## src/rtl/cronometro_pkg.sv

```systemverilog
// Shared types and constants for the stopwatch/countdown digit chains:
// FSM states, 7-segment patterns (active-high, bit0 = a) and BCD limits.
package cronometro_pkg;

    typedef enum logic [1:0] {
        ST_IDLE  = 2'd0,
        ST_RUN   = 2'd1,
        ST_PAUSE = 2'd2,
        ST_DONE  = 2'd3
    } estado_t;

    localparam logic [6:0] SEG_0     = 7'h3F;
    localparam logic [6:0] SEG_1     = 7'h06;
    localparam logic [6:0] SEG_2     = 7'h5B;
    localparam logic [6:0] SEG_3     = 7'h4F;
    localparam logic [6:0] SEG_4     = 7'h66;
    localparam logic [6:0] SEG_5     = 7'h6D;
    localparam logic [6:0] SEG_6     = 7'h7D;
    localparam logic [6:0] SEG_7     = 7'h07;
    localparam logic [6:0] SEG_8     = 7'h7F;
    localparam logic [6:0] SEG_9     = 7'h6F;
    localparam logic [6:0] SEG_BLANK = 7'h00;

    localparam logic [3:0] BCD_MAX_UNIT = 4'd9;
    localparam logic [3:0] BCD_MAX_TENS = 4'd5;

endpackage

```

## src/rtl/bcd_para_7seg.sv

```systemverilog
// Combinational BCD to 7-segment decoder, shared with the up-counting chain.
// Non-BCD codes decode to blank.
module bcd_para_7seg
    import cronometro_pkg::*;
(
    input  logic [3:0] bcd,
    output logic [6:0] seg
);

    always_comb begin
        case (bcd)
            4'd0:    seg = SEG_0;
            4'd1:    seg = SEG_1;
            4'd2:    seg = SEG_2;
            4'd3:    seg = SEG_3;
            4'd4:    seg = SEG_4;
            4'd5:    seg = SEG_5;
            4'd6:    seg = SEG_6;
            4'd7:    seg = SEG_7;
            4'd8:    seg = SEG_8;
            4'd9:    seg = SEG_9;
            default: seg = SEG_BLANK;
        endcase
    end

endmodule

```

## src/rtl/contador_regressivo.sv

```systemverilog
// MM:SS BCD countdown timer: load/clamp, start/pause FSM, BCD borrow chain
// and alarm at 00:00, with four 7-segment digit outputs.
module contador_regressivo
    import cronometro_pkg::*;
#(
    parameter int MAX_MIN_TENS = 9
) (
    input  logic       CLK,
    input  logic       RST,
    input  logic       TICK,
    input  logic       LOAD,
    input  logic [3:0] SET_MT,
    input  logic [3:0] SET_MU,
    input  logic [3:0] SET_ST,
    input  logic [3:0] SET_SU,
    input  logic       START,
    output logic [6:0] SEG_MT,
    output logic [6:0] SEG_MU,
    output logic [6:0] SEG_ST,
    output logic [6:0] SEG_SU,
    output logic       RUNNING,
    output logic       ALARM
);

    localparam logic [3:0] MT_MAX = 4'(MAX_MIN_TENS);

    // Digit index: 3 = min tens, 2 = min units, 1 = sec tens, 0 = sec units.
    logic [3:0][3:0] dig_q, dig_d, dig_load, dig_dec;
    logic [3:0][6:0] seg;
    estado_t         estado_q, estado_d;
    logic            is_zero, dec_zero;

    always_comb begin
        dig_load[3] = (SET_MT > MT_MAX)       ? MT_MAX       : SET_MT;
        dig_load[2] = (SET_MU > BCD_MAX_UNIT) ? BCD_MAX_UNIT : SET_MU;
        dig_load[1] = (SET_ST > BCD_MAX_TENS) ? BCD_MAX_TENS : SET_ST;
        dig_load[0] = (SET_SU > BCD_MAX_UNIT) ? BCD_MAX_UNIT : SET_SU;
    end

    // Borrow ripples from sec units upward; only used when the value is nonzero.
    always_comb begin
        dig_dec = dig_q;
        if (dig_q[0] != 4'd0) begin
            dig_dec[0] = dig_q[0] - 4'd1;
        end else begin
            dig_dec[0] = BCD_MAX_UNIT;
            if (dig_q[1] != 4'd0) begin
                dig_dec[1] = dig_q[1] - 4'd1;
            end else begin
                dig_dec[1] = BCD_MAX_TENS;
                if (dig_q[2] != 4'd0) begin
                    dig_dec[2] = dig_q[2] - 4'd1;
                end else begin
                    dig_dec[2] = BCD_MAX_UNIT;
                    dig_dec[3] = dig_q[3] - 4'd1;
                end
            end
        end
    end

    assign is_zero  = (dig_q == '0);
    assign dec_zero = (dig_dec == '0);

    always_comb begin
        dig_d    = dig_q;
        estado_d = estado_q;
        if (LOAD) begin
            dig_d    = dig_load;
            estado_d = ST_IDLE;
        end else begin
            case (estado_q)
                ST_IDLE:  if (START && !is_zero) estado_d = ST_RUN;
                ST_RUN: begin
                    if (START) begin
                        estado_d = ST_PAUSE;
                    end else if (TICK && !is_zero) begin
                        dig_d = dig_dec;
                        if (dec_zero) estado_d = ST_DONE;
                    end
                end
                ST_PAUSE: if (START) estado_d = ST_RUN;
                ST_DONE:  if (START) estado_d = ST_IDLE;
                default:  estado_d = ST_IDLE;
            endcase
        end
    end

    always_ff @(posedge CLK or negedge RST) begin
        if (!RST) begin
            dig_q    <= '0;
            estado_q <= ST_IDLE;
        end else begin
            dig_q    <= dig_d;
            estado_q <= estado_d;
        end
    end

    for (genvar i = 0; i < 4; i++) begin : g_dec
        bcd_para_7seg u_dec (
            .bcd (dig_q[i]),
            .seg (seg[i])
        );
    end

    assign SEG_MT  = seg[3];
    assign SEG_MU  = seg[2];
    assign SEG_ST  = seg[1];
    assign SEG_SU  = seg[0];
    assign RUNNING = (estado_q == ST_RUN);
    assign ALARM   = (estado_q == ST_DONE);

endmodule

```

## config.mk

```make
export PLATFORM = sky130hd
export DESIGN_NAME = contador_regressivo
export DESIGN_NICKNAME = d
export VERILOG_FILES = /design/src/rtl/cronometro_pkg.sv /design/src/rtl/bcd_para_7seg.sv /design/src/rtl/contador_regressivo.sv
export SDC_FILE = /design/constraint.sdc
export NUM_CORES = 1
export LEC_CHECK = 0
export ABC_AREA = 1
export CAP_MARGIN = 20
export CORE_MARGIN = 2
export CORE_UTILIZATION = 54
export DETAILED_ROUTE_END_ITERATION = 8
export GPL_TIMING_DRIVEN = 0
export PLACE_DENSITY_LB_ADDON = 0.08
export SETUP_SLACK_MARGIN = 0.3
export SYNTH_ARGS = -nofsm -noshare
export SYNTH_HDL_FRONTEND = slang
export SYNTH_SLANG_ARGS = --single-unit
```

## constraint.sdc

```tcl
create_clock -name CLK -period 5.2 [get_ports CLK]
set_input_delay 0.52 -clock CLK [delete_from_list [all_inputs] [get_ports CLK]]
set_output_delay 0.52 -clock CLK [all_outputs]
set_load 0.05 [all_outputs]
```

==> results.py <==
metrics = {
    "worst_setup_path": {
        "path_delay_family": "buffers and inverters",
        "critPathSlowestCell": "clkdlybuf4s50_1",
        "path_cells": "inv_1 > ha_1 > inv_1 > o21ai_0 > nor2_1 > nor2_1 > clkdlybuf4s50_1",
        "crit_arrival_ns": 2.42,
        "cp.required_ns": 4.68,
        "ff2ff_setup_slack_ns": 2.95,
        "critical_path_class": "reg -> out",
        "path_max_fanout": 7,
        "endpoint_kind": "primary output",
        "critPathBufInv": 3,
        "startpoint_type": "flop",
        "slowest_delay_ns": 0.80,
    },
    "detailed_routing": {
        "firstDrtPassIters": 6,
        "ant_nets": 0,
        "wl_per_cell_um": 13.1,
        "vias_per_cell": 5.56,
        "vias": 2295,
        "routed_wirelength_um": 5390,
        "drc": 0,
        "dr.first_iter.drc_count": 181,
    },
    "yosys": {
        "ys_ff_latch": 18,
        "yosys_most_used_dff": "dfrtp_1",
        "yosysWarnings": 0,
        "synth_xor_area_share_pct": 0.428,
        "async_reset_ff_share_pct": 100,
        "syn_inst": 311,
        "synth_compound_area_share_pct": 18.0,
        "synth_fa_ha_area_share_pct": 14.7,
        "synth_top_family_by_area": "simple AND/OR/NAND/NOR gates",
        "synthDistinctLibCells": 37,
        "synth_area_per_cell_um2": 6.58,
        "synth_area_um2": 2050,
        "yosysSeqAreaShare_pct": 22.0,
        "synthSimpleGateAreaFrac_pct": 33.7,
        "synth-edff-count": 0,
        "synth_mux_area_share_pct": 0,
        "synth_nets": 356,
    },
    "timing": {
        "fin_setup_tns_ns": 0,
        "drv_slew": 0,
        "finalHoldViolCount": 0,
        "layout_min_cycle_time_ns": 2.94,
        "worst_clock_skew_ns": 0.00294,
        "setup_violations": 0,
        "period_share_pct": 56.5,
        "tightest_slew_ns": 0.891,
        "rsz0062_at_grt": "false",
        "fmax_mhz": 341,
        "maxSlewHeadroom_pct": 40.4,
    },
    "global_route": {
        "grt_max_degree": 19,
        "first_global_vias": 2024,
        "grt-ovfl-total": 0,
        "grt_pass1_wl_um": 9090,
        "antenna_found_initial": 0,
        "grt_use_total_pct": 26.8,
    },
    "floorplan": {
        "dieArea_um2": 4300,
        "die_x_um": 65.6,
        "initial_core_util_pct": 55.9,
        "row_count": 22,
        "core_um2": 3660,
        "dieHeight_um": 65.6,
        "io_pins": 51,
    },
    "clock_network": {
        "insertion_delay_ns": 0.27,
        "htree_levels": 1,
        "numCtsBuffers": 3,
        "cts_resized": 0,
        "cts.sinks": 18,
        "root_buffer": "clkbuf_8",
        "path_clk_slew_ns": 0.07,
        "cts_tree": "yes",
        "clockBufferDepth": 2,
        "postCtsSetupBuffers": 0,
        "postCtsHoldBufs": 0,
    },
    "place": {
        "post-dp-hpwl_um": 4090,
        "io_buffers": 50,
        "gp_congestion": 0.888,
    },
    "flow_run": {
        "cap_violations": 0,
    },
    "cells_and_area": {
        "fin_util_pct": 72.7,
        "diodes": 0,
        "fin_nets": 411,
        "flow.area_growth_from_synthesis_pct": 30.1,
        "drive_gt1_share_pct": 7.12,
    },
    "min_path": {
        "hp-class": "reg -> reg",
    },
    "power_and_ir_drop": {
        "vdd.ir_drop.worst_uv": 428,
        "power.leakage_nw": 1.35,
        "power_density_nw_per_um2": 472,
    },
    "status": {
        "status": "completed",
    },
}
## report_power, final
part	internal, W	total (W)	leakage (nW)	switching [W]
sequential	0.000172	0.000223	0.223	0.0000511
clock	0.0000676	0.000121	0.0288	0.0000533
combinational	0.000298	0.000912	1.09	0.000614
## cell families (layout without fill, tap and decap cells)
| kind of cell | Yosys count | in the layout |
|---|---|---|
| adders and majority gates | 24 | 24 |
| xor gates and xnor gates | 1 | 1 |
| DFF | 18 | 18 |
| and+or+nand+nor | 152 | 152 |
| AOI/OAI and AO/OA | 63 | 63 |
| buffers and inverters | 53 | 107 |
## path summary, 6_finish.rpt
kind | cells past startpoint | startpoint | to
hold / removal | 2 | estado_q[0] | estado_q[0]
hold reg to reg | 2 | estado_q[0] | estado_q[0]
min in group asynchronous | 1 | RST | dig_q[14]
setup / recovery | 7 | dig_q[9] | SEG_MU[3]
setup reg to reg | 14 | dig_q[0] | estado_q[0]
max in group asynchronous | 1 | RST | dig_q[6]
## cell usage after synthesis (2+ instances only)
cell	instances	share of area, %
inv_1	44	8.1
nor2_1	42	7.7
nand4_1	5	1.5
nor3_1	3	0.73
nand3_1	22	5.4
clkbuf_1	2	0.37
o22ai_1	5	1.5
or2_2	2	0.61
nand2_1	64	12
nor2_4	2	1.1
buf_6	2	1.1
nand2_2	7	2.1
o221ai_1	4	1.7
nand2_4	2	1.1
a21oi_1	17	4.2
ha_1	24	15
dfrtp_1	18	22
o21ai_0	26	6.4
a31oi_1	2	0.61
## worst register-to-register path: stages, from the launching register on
cell and delay [ns]:
dfrtp_1 0.42, inv_1 0.14, ha_1 0.32, ha_1 0.34, inv_1 0.04, nor2_1 0.08, nand4_1 0.09, nor2_1 0.11
nand3_1 0.08, nor2_1 0.12, nand3_1 0.10, nand2_2 0.09, nand2_1 0.07, nand2_1 0.08, nand2_1 0.05
## cell type report
class	count	area, µm²
Tap cell	48	60.1
Buffer	7	57.6
Fill cell	333	998
Sequential cell	18	450
Timing Repair Buffer	50	500
Inverter	46	173
Clock buffer	4	55.1
Multi-Input combinational cell	240	1370
## through the flow
step	instances	total power [W]	cell area [µm²]	hold slack, ns	worst slack (ns)
4_1_cts	413	0.00125	2660	0.588	2.29
3_5_place_dp	409	0.00113	2610	0.559	2.58
3_3_place_gp	409	0.00112	2610	0.532	2.60
2_1_floorplan	311	0.000860	2050	0.224	2.21
5_1_grt	413	0.00134	2660	0.625	2.15
6_report	413	0.00126	2660	0.590	2.26
## state kept, by name, summed over array words and instances (netlist names)
name	flops
estado_q	2
dig_q	16
## routing by layer
metal  global-route usage (%)  share of wire, %  up-vias  wire length [µm]
met3                     4.28               7.7        8               414
met5                        0                 0        -                 0
li1                         -                 -     1135                 -
met4                     7.55               1.1        0                60
met1                     37.6                45     1046              2450
met2                     42.7                46      106              2470
## layout by cell type, fill, tap and decap left out, types with 2 or more instances in the layout
cell type	count
nand2_1	64
clkdlybuf4s50_1	50
inv_1	44
nor2_1	42
o21ai_0	26
ha_1	24
nand3_1	22
dfrtp_1	18
a21oi_1	17
nand2_2	7
nand4_1	5
o22ai_1	5
o221ai_1	4
clkbuf_8	4
nor3_1	3
buf_6	2
nor2_4	2
nand2_4	2
or2_2	2
a31oi_1	2
clkbuf_1	2
Power figures use the tool's default switching activity.
